$ cat config.mk
export PLATFORM = sky130hd
export DESIGN_NAME = serial_packer
export DESIGN_NICKNAME = d
export VERILOG_FILES = /design/src/rtl/serial_packer.sv
export SDC_FILE = /design/constraint.sdc
export NUM_CORES = 1
export LEC_CHECK = 0
export ABC_AREA = 1
export CORE_MARGIN = 2
export CORE_UTILIZATION = 49
export CTS_CLUSTER_SIZE = 25
export DETAILED_ROUTE_END_ITERATION = 8
export PLACE_DENSITY = 0.8
export SYNTH_ARGS = -nofsm -noshare
export SYNTH_HDL_FRONTEND = slang
export SYNTH_SLANG_ARGS = --single-unit
$ cat constraint.sdc
create_clock -name clk_4f -period 2.5 [get_ports clk_4f]
set_input_delay 0.5 -clock clk_4f [delete_from_list [all_inputs] [get_ports clk_4f]]
set_output_delay 0.5 -clock clk_4f [all_outputs]
set_load 0.02 [all_outputs]
$ cat src/rtl/serial_packer.sv
// serial_packer: gathers RATIO consecutive IN_W-bit beats into one IN_W*RATIO-bit
// word, with ready/valid on both sides, a registered output stage, partial-word
// flush reporting the number of valid lanes, and an optional abort-on-gap policy.
//
// Ports:
//   clk_4f     in   1             sole clock, rising edge
//   reset_L    in   1             asynchronous active-low reset
//   data_in    in   IN_W          input beat
//   valid_in   in   1             beat present
//   ready_out  out  1             packer can take a beat this cycle (combinational)
//   flush      in   1             level request to emit the pending partial word
//   data_out   out  IN_W*RATIO    packed word
//   valid_out  out  1             data_out valid
//   ready_in   in   1             downstream accepts data_out this cycle
//   lanes_out  out  CW            number of valid lanes in data_out
//   gap_err    out  1             one-cycle pulse: partial word discarded on a gap
module serial_packer #(
    parameter int unsigned IN_W         = 8,
    parameter int unsigned RATIO        = 4,
    parameter bit          LSB_FIRST    = 1'b0,
    parameter bit          ABORT_ON_GAP = 1'b1
) (
    input  logic                          clk_4f,
    input  logic                          reset_L,
    input  logic [IN_W-1:0]               data_in,
    input  logic                          valid_in,
    output logic                          ready_out,
    input  logic                          flush,
    output logic [IN_W*RATIO-1:0]         data_out,
    output logic                          valid_out,
    input  logic                          ready_in,
    output logic [$clog2(RATIO+1)-1:0]    lanes_out,
    output logic                          gap_err
);

    localparam int unsigned OW = IN_W * RATIO;
    localparam int unsigned CW = $clog2(RATIO + 1);
    localparam logic [CW-1:0] LAST_LANE = CW'(RATIO - 1);
    localparam logic [CW-1:0] FULL_CNT  = CW'(RATIO);

    logic [CW-1:0] cnt;
    logic [OW-1:0] asm_q;

    logic          load_ok;
    logic          acc;
    logic          last_beat;
    logic          flush_go;
    logic          gap;
    logic [CW-1:0] pend;
    logic [CW-1:0] lane;
    logic [OW-1:0] asm_nxt;

    // Handshake, flush/gap decisions and the assembly word with this cycle's beat merged
    always_comb begin
        load_ok   = !valid_out || ready_in;
        ready_out = (cnt != LAST_LANE) || load_ok;
        acc       = valid_in && ready_out;
        last_beat = acc && (cnt == LAST_LANE);
        pend      = cnt + CW'(acc);
        // A beat that completes the word makes any flush redundant
        flush_go  = flush && load_ok && (pend != '0) && !last_beat;
        gap       = ABORT_ON_GAP && !valid_in && (cnt != '0) && !flush_go;
        lane      = LSB_FIRST ? cnt : (LAST_LANE - cnt);
        asm_nxt   = asm_q;
        for (int unsigned i = 0; i < RATIO; i++) begin
            if (acc && (lane == CW'(i))) begin
                asm_nxt[i*IN_W +: IN_W] = data_in;
            end
        end
    end

    // Lane counter, assembly register and registered output stage
    always_ff @(posedge clk_4f or negedge reset_L) begin
        if (!reset_L) begin
            cnt       <= '0;
            asm_q     <= '0;
            data_out  <= '0;
            lanes_out <= '0;
            valid_out <= 1'b0;
            gap_err   <= 1'b0;
        end else begin
            gap_err <= gap;
            if (last_beat) begin
                data_out  <= asm_nxt;
                lanes_out <= FULL_CNT;
                valid_out <= 1'b1;
                cnt       <= '0;
                asm_q     <= '0;
            end else if (flush_go) begin
                data_out  <= asm_nxt;
                lanes_out <= pend;
                valid_out <= 1'b1;
                cnt       <= '0;
                asm_q     <= '0;
            end else begin
                if (ready_in) begin
                    valid_out <= 1'b0;
                end
                if (gap) begin
                    cnt   <= '0;
                    asm_q <= '0;
                end else if (acc) begin
                    cnt   <= cnt + CW'(1);
                    asm_q <= asm_nxt;
                end
            end
        end
    end

endmodule

==> run summary <==
Reg2reg start -> cnt[1]$_DFFE_PN0P_
Post-route cell area -> 4580 um2
Commonest cells post-synth -> nand2_1 (146), dfrtp_1 (72), inv_1 (48), nand3_1 (35), nand4_1 (34)
Peak Freq -> 0.410 GHz
RSZ-0062 raised after global routing -> false
Async set or reset register ratio after synthesis -> 1.00
Setup Buffers After CTS -> 0
Drt first pass iters -> 4
Critical path peak fanout -> 2
Die X -> 90.4 um
CTS H-tree depth -> 3
Slew Viols, Final -> 0
Post-synth EDFFs -> 0
DRC -> 0
Top-count cell post-synth -> nand2_1
Routed vias/inst -> 4.99
R2r worst-path depth -> 15
Final period utilization -> 0.976
Logic pwr share -> 0.529
Post-synthesis cell type count -> 26
# IOs -> 51
YS warnings -> 0
Clock slew at reported path FFs -> 0.08 ns
Vias in the first global route -> 2,862
Data arrival, critical path -> 1.94 ns
R2R Path End -> cnt[1]$_DFFE_PN0P_
Post-Place Worst Slack -> -0.255 ns
Slew of the pin with the lowest slew margin -> 0.724 ns
Layout Utilization -> 0.631
Sink Count -> 72
Cts hold-fix bufs -> 0
GR Util All Layers -> 0.214
Synth area leaders -> dfrtp_1 (49%), nand2_1 (15%), nor2_4 (6.8%), nand4_1 (5.8%), inv_1 (4.9%)
Critical path class -> in2out
Layout overhead on the synthesized area -> 25.2%
DR WL/cell -> 13.8 um
Post-DP Area -> 4360 um2
Synth area leader -> dfrtp_1
Clock root cell -> clkbuf_8
Ant diodes -> 0
Flop pwr share -> 0.306
CTS tree -> done
Hold Vio Cnt, Final -> 0
Storage cell area -> 1800 um2
Net count, final -> 499
Pin count of the biggest net entering global routing -> 39
Top cell type's share of synthesized area -> 0.493
1st-iter DRT viols -> 224
Port-buffer cells -> 50
FILL cells -> 609
Pleak -> 2.28 nW
Initial Utilization -> 0.504
CP Launch Type -> input port
Post-cts resize count -> 0
Chip height -> 90.4 um
Clock buffer depth -> 2
Synth Register Bits -> 72
Required @ worst endpoint -> 2.00 ns
Initial antenna violation count -> 0
PD cells -> 1330 nW/um2
Post-Syn Area -> 3660 um2
Clk_lat worst skew -> 0.36 ns
GP Congestion -> 0.811
Syn_nets -> 438
Peak supply drop -> 0.695 mV
Main synth FF type -> dfrtp_1
Max Cap Viol -> 0
ANT nets after route -> 0
Total gr overflow -> 0
Worst min-delay path category -> in2async
Post-synthesis sequential area ratio -> 0.493
FP Rows -> 31
Hpwl dp -> 5610 um
Core footprint -> 7250 um2
Slack of the critical path -> 0.0594 ns
FF-to-FF setup slack -> 0.23 ns
Min Tclk post-route -> 2.44 ns
Layout cells sized above 1 -> 0.178
Worst Skew -> 0.0104 ns
TNS Setup -> 0 ns
Critical Path End Type -> output port
Final setup vio count -> 0
Syn Inst Count -> 418
Multi-input gate area -> 1510 um2
Switching Fraction -> 0.416
Via count -> 2,908
Slew margin rel. -> 0.517
Routed WL -> 8070 um
Inserted Clock Buffers -> 9
Syn avg cell area -> 8.75 um2
Power Internal -> 3.54 mW
Net Sw Power -> 2.53 mW
Die ar. -> 8170 um2
Global-route wire length before repair -> 13,900 um
Clk pwr share -> 0.165
Status -> finished, final reports clean
[power groups by stage]
stage	clock network, mW	registers, mW	logic (mW)
floorplan	0	2.18	1.78
global placement	0	1.86	3.13
detailed placement	0	1.87	3.20
CTS	1.01	1.86	3.23
global route	1.06	1.91	3.51
finish	1.00	1.86	3.21
[sequential cells by signal, summed over array words and instances (netlist names)]
name       flops
lanes_out      3
asm_q         32
gap_err        1
data_out      32
valid_out      1
cnt            3
[cells by family (layout without fill, tap and decap cells)]
group	after synthesis	after routing	synth area share
adders and majority gates	7	7	0.0240
AOI/OAI and AO/OA	3	3	0.00513
buffers and inverters	70	136	0.0945
and+or+nand+nor	266	266	0.384
DFF	72	72	0.493
[cell usage in the layout (no fill, tap or decap), types with 2 or more instances in the layout]
| cell | instances |
|---|---|
| buf_12 | 7 |
| buf_4 | 12 |
| clkbuf_8 | 13 |
| clkdlybuf4s50_1 | 49 |
| dfrtp_1 | 71 |
| ha_1 | 7 |
| inv_1 | 48 |
| inv_2 | 2 |
| nand2_1 | 146 |
| nand2_4 | 4 |
| nand3_1 | 35 |
| nand3_2 | 4 |
| nand4_1 | 34 |
| nor2_1 | 2 |
| nor2_2 | 14 |
| nor2_4 | 22 |
[metrics by stage]
| stage | power (mW) | cells | hold slack, ns |
|---|---|---|---|
| 6_report | 6.07 | 583 | 0.194 |
| 5_1_grt | 6.48 | 583 | 0.251 |
| 4_1_cts | 6.10 | 583 | 0.221 |
| 3_5_place_dp | 5.08 | 567 | 0.464 |
| 3_3_place_gp | 4.98 | 567 | 0.461 |
| 2_1_floorplan | 3.96 | 418 | 0.204 |
[worst max path at each step]
| stage | start | end | slack [ns] |
|---|---|---|---|
| 2_1_floorplan | ready_in | asm_q[11]$_DFFE_PN0P_ | 0.06 |
| 3_3_place_gp | ready_in | asm_q[0]$_DFFE_PN0P_ | -0.13 |
| 3_5_place_dp | ready_in | cnt[1]$_DFFE_PN0P_ | -0.26 |
| 4_1_cts | ready_in | ready_out | 0.05 |
| 5_1_grt | ready_in | ready_out | 0.03 |
| 6_report | ready_in | ready_out | 0.06 |
[cell type report]
| type | instances | share of cell area |
|---|---|---|
| clock buffers | 14 | 0.0399 |
| clock inverters | 2 | 0.00765 |
| inverters | 51 | 0.0429 |
| multi-input cells | 276 | 0.330 |
| flip-flops and latches | 72 | 0.394 |
| well taps | 99 | 0.0271 |
| repair buffers | 69 | 0.159 |
[metal layers]
metal | part of all wire | vias up | global-route usage | wire [um]
met3 | 0.041 | 10 | 0.0526 | 331
met4 | 0.015 | 0 | 0.0769 | 118
met5 | 0 | - | 0 | 0
li1 | - | 1445 | - | -
met2 | 0.49 | 59 | 0.343 | 3970
met1 | 0.45 | 1394 | 0.282 | 3650
[critical path, cell delays in order]
cell	delay [ns]
clkdlybuf4s50_1	0.46
inv_1	0.05
nand2_2	0.06
inv_2	0.04
nand2_1	0.09
buf_4	0.13
clkdlybuf4s50_1	0.62
(Power assumes the default switching activity.)
